<file path="src/rtl/minmax_pkg.sv">
// Shared types and constants for the 4-bit streaming min/max tracker.
package minmax_pkg;

  localparam int DATA_W = 4;
  localparam logic [DATA_W-1:0] MAX_INIT = 4'h0;
  localparam logic [DATA_W-1:0] MIN_INIT = 4'hF;

  typedef enum logic [1:0] {
    EMPTY = 2'd0,
    TRACK = 2'd1,
    FULL  = 2'd2
  } state_e;

  // One-hot {lt, eq, gt} pattern as produced by compare_4bit.
  typedef enum logic [2:0] {
    CMP_LT = 3'b100,
    CMP_EQ = 3'b010,
    CMP_GT = 3'b001
  } cmp_e;

endpackage

</file>
<file path="src/rtl/compare_4bit.sv">
// Unsigned magnitude comparator: flags a_i relative to b_i.
module compare_4bit
  import minmax_pkg::*;
(
  input  logic [DATA_W-1:0] a_i,
  input  logic [DATA_W-1:0] b_i,
  output logic              lt_o,
  output logic              eq_o,
  output logic              gt_o
);

  assign lt_o = (a_i <  b_i);
  assign eq_o = (a_i == b_i);
  assign gt_o = (a_i >  b_i);

endmodule

</file>
<file path="src/rtl/minmax_tracker_4bit.sv">
// Streaming min/max tracker for 4-bit unsigned samples with a saturating count.
// Optional MINMAX_RANGE_EN adds a registered range_out = max_out - min_out.
module minmax_tracker_4bit
  import minmax_pkg::*;
#(
  parameter int CNT_W = 8
) (
  input  logic              clk,
  input  logic              rst_n,
  input  logic              clear,
  input  logic              in_valid,
  input  logic [DATA_W-1:0] in_data,
  output logic              in_ready,
  output logic              out_valid,
  output logic [DATA_W-1:0] max_out,
  output logic [DATA_W-1:0] min_out,
  output logic              new_max,
  output logic              new_min,
  output logic [CNT_W-1:0]  sample_cnt,
  output logic              cnt_sat
`ifdef MINMAX_RANGE_EN
  ,
  output logic [DATA_W-1:0] range_out
`endif
);

  state_e              state_q;
  logic                out_valid_q;
  logic [DATA_W-1:0]   max_q, min_q;
  logic                new_max_q, new_min_q;
  logic [CNT_W-1:0]    sample_cnt_q;
  logic                cnt_sat_q;

  logic [DATA_W-1:0]   max_d, min_d;
  logic                new_max_d, new_min_d;
  logic [CNT_W-1:0]    cnt_d;
  logic                hit_sat;
  logic                accept;

  logic                max_lt, max_eq, max_gt;
  logic                min_lt, min_eq, min_gt;

  compare_4bit u_cmp_max (
    .a_i  (in_data),
    .b_i  (max_q),
    .lt_o (max_lt),
    .eq_o (max_eq),
    .gt_o (max_gt)
  );

  compare_4bit u_cmp_min (
    .a_i  (in_data),
    .b_i  (min_q),
    .lt_o (min_lt),
    .eq_o (min_eq),
    .gt_o (min_gt)
  );

  assign in_ready = (state_q != FULL);
  assign accept   = in_valid && in_ready;

  always_comb begin
    // NOTE: every signal gets a default first so no path through this block infers a latch.
    max_d     = max_q;
    min_d     = min_q;
    new_max_d = 1'b0;
    new_min_d = 1'b0;
    cnt_d     = sample_cnt_q + CNT_W'(1);
    if (state_q == EMPTY) begin
      max_d     = in_data;
      min_d     = in_data;
      new_max_d = 1'b1;
      new_min_d = 1'b1;
    end else begin
      if ({max_lt, max_eq, max_gt} == CMP_GT) begin
        max_d     = in_data;
        new_max_d = 1'b1;
      end
      if ({min_lt, min_eq, min_gt} == CMP_LT) begin
        min_d     = in_data;
        new_min_d = 1'b1;
      end
    end
  end

  // Saturation is judged on the post-accept count, so CNT_W==1 goes straight to FULL.
  assign hit_sat = &cnt_d;

  // NOTE: sequential state uses non-blocking assignments so every register samples pre-edge values.
  always_ff @(posedge clk) begin
    if (!rst_n || clear) begin
      state_q      <= EMPTY;
      out_valid_q  <= 1'b0;
      max_q        <= MAX_INIT;
      min_q        <= MIN_INIT;
      new_max_q    <= 1'b0;
      new_min_q    <= 1'b0;
      sample_cnt_q <= '0;
      cnt_sat_q    <= 1'b0;
    end else begin
      new_max_q <= 1'b0;
      new_min_q <= 1'b0;
      if (accept) begin
        state_q      <= hit_sat ? FULL : TRACK;
        out_valid_q  <= 1'b1;
        max_q        <= max_d;
        min_q        <= min_d;
        new_max_q    <= new_max_d;
        new_min_q    <= new_min_d;
        sample_cnt_q <= cnt_d;
        cnt_sat_q    <= hit_sat;
      end
    end
  end

  assign out_valid  = out_valid_q;
  assign max_out    = max_q;
  assign min_out    = min_q;
  assign new_max    = new_max_q;
  assign new_min    = new_min_q;
  assign sample_cnt = sample_cnt_q;
  assign cnt_sat    = cnt_sat_q;

`ifdef MINMAX_RANGE_EN
  logic [DATA_W-1:0] range_q;

  always_ff @(posedge clk) begin
    if (!rst_n || clear) begin
      range_q <= '0;
    end else if (accept) begin
      range_q <= max_d - min_d;
    end
  end

  assign range_out = range_q;
`endif

endmodule
</file>
<file path="config.mk">
export PLATFORM = sky130hd
export DESIGN_NAME = minmax_tracker_4bit
export DESIGN_NICKNAME = d
export VERILOG_FILES = /design/src/rtl/minmax_pkg.sv /design/src/rtl/compare_4bit.sv /design/src/rtl/minmax_tracker_4bit.sv
export SDC_FILE = /design/constraint.sdc
export NUM_CORES = 1
export LEC_CHECK = 0
export ABC_AREA = 1
export BUFFER_PORTS_ARGS = -buffer_cell sky130_fd_sc_hd__buf_4
export CORE_MARGIN = 1.5
export CORE_UTILIZATION = 30
export DETAILED_ROUTE_END_ITERATION = 8
export GPL_ROUTABILITY_DRIVEN = 0
export PLACE_DENSITY_LB_ADDON = 0.08
export SYNTH_ARGS = -nofsm -noshare
export SYNTH_HDL_FRONTEND = slang
export SYNTH_HIERARCHICAL = 1
export SYNTH_SLANG_ARGS = --single-unit
</file>
<file path="constraint.sdc">
create_clock -name clk -period 2.26 [get_ports clk]
set_input_delay 0.565 -clock clk [delete_from_list [all_inputs] [get_ports clk]]
set_output_delay 0.565 -clock clk [all_outputs]
set_load 0.05 [all_outputs]
</file>
==> results of run 1 <==
through the flow:
stage	cells	power, W
final	249	0.0008225
after global routing	249	0.0008769
after CTS	249	0.0008422
after detailed placement	245	0.0005875
after global placement	245	0.0005834
after floorplan	169	0.0005292
final cells by class:
class,count,area [sq um]
fill,424,2211
timing repair buffer,30,225.2
multi-input combinational,117,616.8
sequential,21,420.4
clock buffer,3,41.29
inverter,29,108.9
tap,48,60.06
clock inverter,1,5.005
report_power, final:
part	internal, W	switching (W)
Combinational	0.0000617	0.000117
Sequential	0.000385	0.0000147
Clock	0.000123	0.000122
Total	0.000569	0.000254
critical path, stage by stage:
cell and delay [ns]:
buf_4 0.13, ha_1 0.30, nand2_1 0.07, inv_1 0.05, nand2_1 0.06, and2_1 0.13, inv_1 0.05, nand3b_1 0.09
a21oi_2 0.27, inv_2 0.10, nor2_1 0.10, nor2_1 0.05
cell families after synthesis:
group / synth area share
AND/OR/NAND/NOR: 0.2717
buffers and inverters: 0.1028
AO/OA/AOI/OAI: 0.1461
flip-flops: 0.3636
adder cells (fa/ha/maj): 0.1082
XOR/XNOR: 0.007577
sequential cells by signal (all words and copies together), names as in the netlist:
signal and flops:
max_out 4, min_out 4, new_max 1, new_min 1, out_valid 1, sample_cnt 8, state_q 2
synthesized netlist by cell type:
library cell	n	area share
a21boi_4	1	0.016
a21oi_1	12	0.052
a21oi_2	1	0.0076
a31oi_1	1	0.0054
and2_1	2	0.011
buf_2	2	0.0087
dfxtp_1	21	0.36
ha_1	10	0.11
inv_1	26	0.084
inv_2	3	0.0097
nand2_1	41	0.13
nand3_1	8	0.035
nand3b_1	1	0.0065
nand4_1	1	0.0054
nor2_1	25	0.081
o211ai_1	2	0.013
o21ai_0	9	0.039
o21bai_1	2	0.013
xor2_1	1	0.0076
worst max-delay path by stage:
stage | start | to | slack [ns] | depth (start not counted)
5_1_grt | max_out[3]$_SDFFE_PP0P_ | max_out[1]$_SDFFE_PP0P_ | 0.22 | 12
2_1_floorplan | max_out[3]$_SDFFE_PP0P_ | max_out[0]$_SDFFE_PP0P_ | 0.34 | 12
3_3_place_gp | in_data[3] | max_out[1]$_SDFFE_PP0P_ | 0.19 | 12
6_report | in_data[3] | max_out[1]$_SDFFE_PP0P_ | 0.45 | 12
4_1_cts | in_data[3] | max_out[2]$_SDFFE_PP0P_ | 0.46 | 12
3_5_place_dp | in_data[3] | max_out[2]$_SDFFE_PP0P_ | 0.17 | 12
per-layer routing:
| metal | global-route usage | vias up | wire length (um) |
|---|---|---|---|
| met3 | 0.02083 | 2 | 117 |
| met4 | 0.05469 | 0 | 20 |
| met2 | 0.2152 | 24 | 1147 |
| li1 | - | 593 | - |
| met1 | 0.1832 | 487 | 1343 |
| met5 | 0 | - | 0 |
==> results.cfg, run 1 <==
[outcome]
status = finished, final reports clean

[critical_path]
crit_fanout = 5
crit_path_start_kind = input port
reg2reg_to = max_out[1]$_SDFFE_PP0P_
r2r-start = max_out[3]$_SDFFE_PP0P_
crit_path_end_kind = flip-flop
cp.required_ns = 2.42
critPathArrivalTime_ns = 1.97
worstSetupPathType = in2reg
r2r_slack_ns = 0.46
rr_worst_depth = 12

[clocking]
numCtsBuffers = 3
cts.sinks = 21
clock_latency_ns = 0.26
clkTransAtPathRegs_ns = 0.08
ctsHoldBuffers = 0
cts_root_buf = clkbuf_8
cts_setup_buffers = 0
cts_tree = yes
cts_resized = 0
cts_buffer_depth = 2
h-tree-depth = 1

[timing]
finalCriticalPeriod_ns = 1.811
fmax_mhz = 552.1
fin_worst_skew_ns = 0.005979
final-max-slew-violation-count = 0
setup_tns_ns = 0
worstMarginPinSlew_ns = 0.4871
slew_headroom = 0.6745
fin_crit_sh = 0.8014
timing.hold.ws_ns = 0.4862
setup_viol = 0
final-hold-violation-count = 0
rsz0062_at_grt = no
setup_ws_ns = 0.4489

[cells_and_area]
fin_nets = 220
antenna_cells = 0
final_common_cell = nand2_1
area_growth_syn_to_layout_pct = 27.81
final_cell_mix = 41 x nand2_1, 30 x buf_4, 26 x inv_1
utilization = 0.4006
fin_area_sq_um = 1478
drive_above_1_share = 0.1940

[drt]
wl_per_cell_um = 10.56
via_per_inst = 4.442
wl_um = 2629
drt_iter0_drc = 33
drtAntennaViolNets = 0
route.detailed.drc = 0
num_vias = 1106
dr.pass1.iters = 4

[pwr]
power_density_nw_per_um2 = 556.6
p_leak_nw = 0.7413
ir_worst_vdd_v = 0.0002029

[logic_synthesis]
synth_fp_nets = 187
synth_seq_cells = 21
ys_warn_count = 6
yosysSeqAreaShare = 0.3636
netlist_instances = 169
synth_cell_type_count = 19
syn_area_per_cell_sq_um = 6.841
synthesis.area_sq_um = 1156

[placement]
dp_hpwl_um = 2081
place_area_sq_um = 1431
dp_slack_ns = 0.1706
numPortBuffers = 28

[floorplan]
die_area_sq_um = 4235
initial_core_util = 0.3134
io_pins = 29
rows = 22
fp.dieH_um = 65.08
core_area_sq_um = 3689
chipWidth_um = 65.08

[global_routing]
antenna_found_initial = 0
grt_pass1_vias = 1027
grt_pass1_wl_um = 4450
grt_usage = 0.1354
overflow = 0
grt_max_degree = 19

[worst_hold_path]
min_path_cells = 2
hp-start = out_valid$_SDFFE_PP0N_
min_to = out_valid$_SDFFE_PP0N_
min_path_type = reg2reg

[run]
drv_cap = 0
Note: power is estimated with default switching activity, not from simulation.
==> inputs of run 2 (changes only) <==
--- a/config.mk
+++ b/config.mk
@@ -5,7 +5,7 @@
 export SDC_FILE = /design/constraint.sdc
 export NUM_CORES = 1
 export LEC_CHECK = 0
-export ABC_AREA = 1
+export ABC_AREA = 0
 export BUFFER_PORTS_ARGS = -buffer_cell sky130_fd_sc_hd__buf_4
 export CORE_MARGIN = 1.5
 export CORE_UTILIZATION = 30
==> constraint.sdc (replaced) <==
create_clock -name clk -period 1.55 [get_ports clk]
set_input_delay 0.3875 -clock clk [delete_from_list [all_inputs] [get_ports clk]]
set_output_delay 0.3875 -clock clk [all_outputs]
set_load 0.05 [all_outputs]
==> run 2 against run 1 <==
  * Routed wire length rose by 11%
  * Synthesized cell count decreased by 20%
  * Sequential cell count unchanged
  * Register-to-register slack got worse by 0.72 ns
  * Clock power is 50% higher
  * Largest power group unchanged
  * Highest routed layer unchanged
  * Design area increased by 28%
  * Die area is 6.5% higher
  * The flow now finishes with violations (negative setup slack)
  * Worst hold slack worse by 0.098 ns
==> results.cfg, run 2 <==
[outcome]
status = finished, violations left
violations = negative setup slack

[logic_synthesis]
synth_seq_cells = 21
ys_warn_count = 6
synth_most_common_cell = dfxtp_1
yosysTopAreaCell = dfxtp_1
ys.flop_type = dfxtp_1
synthTopCellsByArea = dfxtp_1 34%, ha_1 10%, mux2i_1 6.5%
synth_top_area_frac = 0.3404
synth_edf_count = 0
syn_area_per_cell_sq_um = 9.080
ys_top_cells_by_count = 21 x dfxtp_1, 16 x nor2_1, 11 x nand2_1
yosysSeqAreaShare = 0.3404
synth_cell_type_count = 34
netlist_instances = 136
synthesis.area_sq_um = 1235
synthArstFlopShare = 0
synth_fp_nets = 154

[pwr]
p_leak_nw = 0.7804
finalPower_w = 0.001220
ir_worst_vdd_v = 0.0003424
power_density_nw_per_um2 = 647.2

[critical_path]
cp.required_ns = 1.68
crit_start = min_out[3]$_SDFFE_PP1P_
crit_path_end_kind = flip-flop
crit_fanout = 5
rr_worst_depth = 9
r2r-start = min_out[3]$_SDFFE_PP1P_
worstSetupPathType = reg2reg
critPathArrivalTime_ns = 1.95
crit_path_start_kind = flip-flop

[drt]
wl_met3_um = 103
num_vias = 1060
routed.top_layer = met4
wl_per_cell_um = 12.60
via_per_inst = 4.569
wl_um = 2924
drt-met1-wl_um = 1546
drtAntennaViolNets = 0
route.met2.wl_um = 1238
dr.pass1.iters = 4
route.detailed.drc = 0
drt_iter0_drc = 23

[clocking]
cts_buffer_depth = 2
cts.sinks = 21
ctsHoldBuffers = 0
cts_root_buf = clkbuf_8
clkTransAtPathRegs_ns = 0.08
h-tree-depth = 1
clock_latency_ns = 0.26
cts_tree = yes
numCtsBuffers = 3

[timing]
finalCriticalPeriod_ns = 1.815
rsz0062_at_grt = yes
fin_worst_skew_ns = 0.003495
slew_headroom = 0.7038
final-hold-violation-count = 0
fmax_mhz = 551.1
setup_ws_ns = -0.2646
final-max-slew-violation-count = 0
worstMarginPinSlew_ns = 0.4433
setup_viol = 10
fin_crit_sh = 1.171

[worst_hold_path]
min_path_type = in2reg
min_path_cells = 3
hp-start = in_data[0]

[cells_and_area]
drive_above_1_share = 0.5495
final_cell_mix = 46 x buf_4, 14 x nor2_1, 9 x nand2_1, 9 x dfxtp_4
fin_nets = 201
final_common_cell = buf_4
antenna_cells = 0
regArea_sq_um = 459.2
area_growth_syn_to_layout_pct = 52.58
fillCellCount = 376
multi_input_area_sq_um = 909.6
layoutNonFillerInstCount = 232
largest_reg_flops = 8
utilization = 0.4745

[floorplan]
core_area_sq_um = 3971
chipWidth_um = 67.16
die_area_sq_um = 4510
io_pins = 29
rows = 23
initial_core_util = 0.3110
fp.dieH_um = 67.16

[placement]
numPortBuffers = 28
dp.cells = 228
dp_slack_ns = -0.4788
dp_hpwl_um = 2272

[global_routing]
grt_max_degree = 15
grt_usage = 0.1448
antenna_found_initial = 0
grt_pass1_wl_um = 4816
grt_pass1_vias = 983
overflow = 0

[run]
drv_cap = 0
-- run 2: cell count changes in the layout (fill, tap and decap cells not counted), sizes merged, moves of 3 or more --
cell | previous run | this run
nor2b | 0 | 3
nand3 | 8 | 5
inv | 29 | 10
nand4 | 1 | 4
nand2b | 0 | 3
o21ai | 9 | 5
buf | 30 | 48
mux2i | 0 | 8
nand2 | 41 | 11
nor2 | 25 | 16
xor2 | 1 | 6
a21oi | 13 | 8
-- run 2: layout make-up --
cell class,instances,area share
clock buffer,4,0.02390
inverter,10,0.02125
multi-input combinational,99,0.4827
sequential,21,0.2437
tap,50,0.03320
timing repair buffer,48,0.1952
-- run 2: cell families (layout without fill, tap and decap cells) --
kind of cell | after synthesis | count (layout) | share of synthesized area
mux | 8 | 8 | 0.06485
xor+xnor | 8 | 8 | 0.05674
buf+inv | 16 | 62 | 0.05876
flops | 21 | 21 | 0.3404
compound gates | 20 | 20 | 0.1378
simple gates | 53 | 53 | 0.2401
fa+ha+maj | 10 | 10 | 0.1013
-- run 2: worst paths after layout --
kind	to	slack, ns
worst min register to register	out_valid$_SDFFE_PP0N_	0.49
worst max-delay path	min_out[3]$_SDFFE_PP1P_	-0.26
worst max register to register	min_out[3]$_SDFFE_PP1P_	-0.26
worst min-delay path	min_out[0]$_SDFFE_PP1P_	0.39
-- run 2: power breakdown --
part,switching [W],leakage [nW],internal (W)
Sequential,0.0000101,0.176,0.000543
Clock,0.000185,0.0228,0.000183
Combinational,0.000157,0.581,0.000142
-- run 2: critical path, stage by stage, from the launching register on --
cell      delay [ns]
dfxtp_4         0.36
inv_4           0.03
ha_4            0.27
nand2_4         0.04
o21bai_4        0.17
and2_4          0.13
nor4bb_4        0.15
o21ai_4         0.23
mux2i_1         0.23
nand2_1         0.07
-- run 2: through the flow --
stage / instance area, sq um / hold WS, ns / setup TNS [ns]
6_report: 1884 / 0.3883 / -2.054
5_1_grt: 1884 / 0.3723 / -2.811
4_1_cts: 1844 / 0.3724 / -2.249
3_5_place_dp: 1739 / 0.4650 / -4.307
3_3_place_gp: 1739 / 0.4626 / -3.917
2_1_floorplan: 1358 / 0.5043 / -2.848
-- run 2: timing repair --
action	CTS	global route
resized for setup	10	8
setup endpoints to repair	11	11
setup buffers	0	1
pin swaps	8	6
endpoints found under the hold margin	0	0
-- run 2: per-layer routing --
| metal | GRT usage | up-vias |
|---|---|---|
| li1 | - | 556 |
| met1 | 0.2214 | 483 |
| met2 | 0.2030 | 17 |
| met3 | 0.02500 | 4 |
| met4 | 0.04592 | 0 |
| met5 | 0 | - |
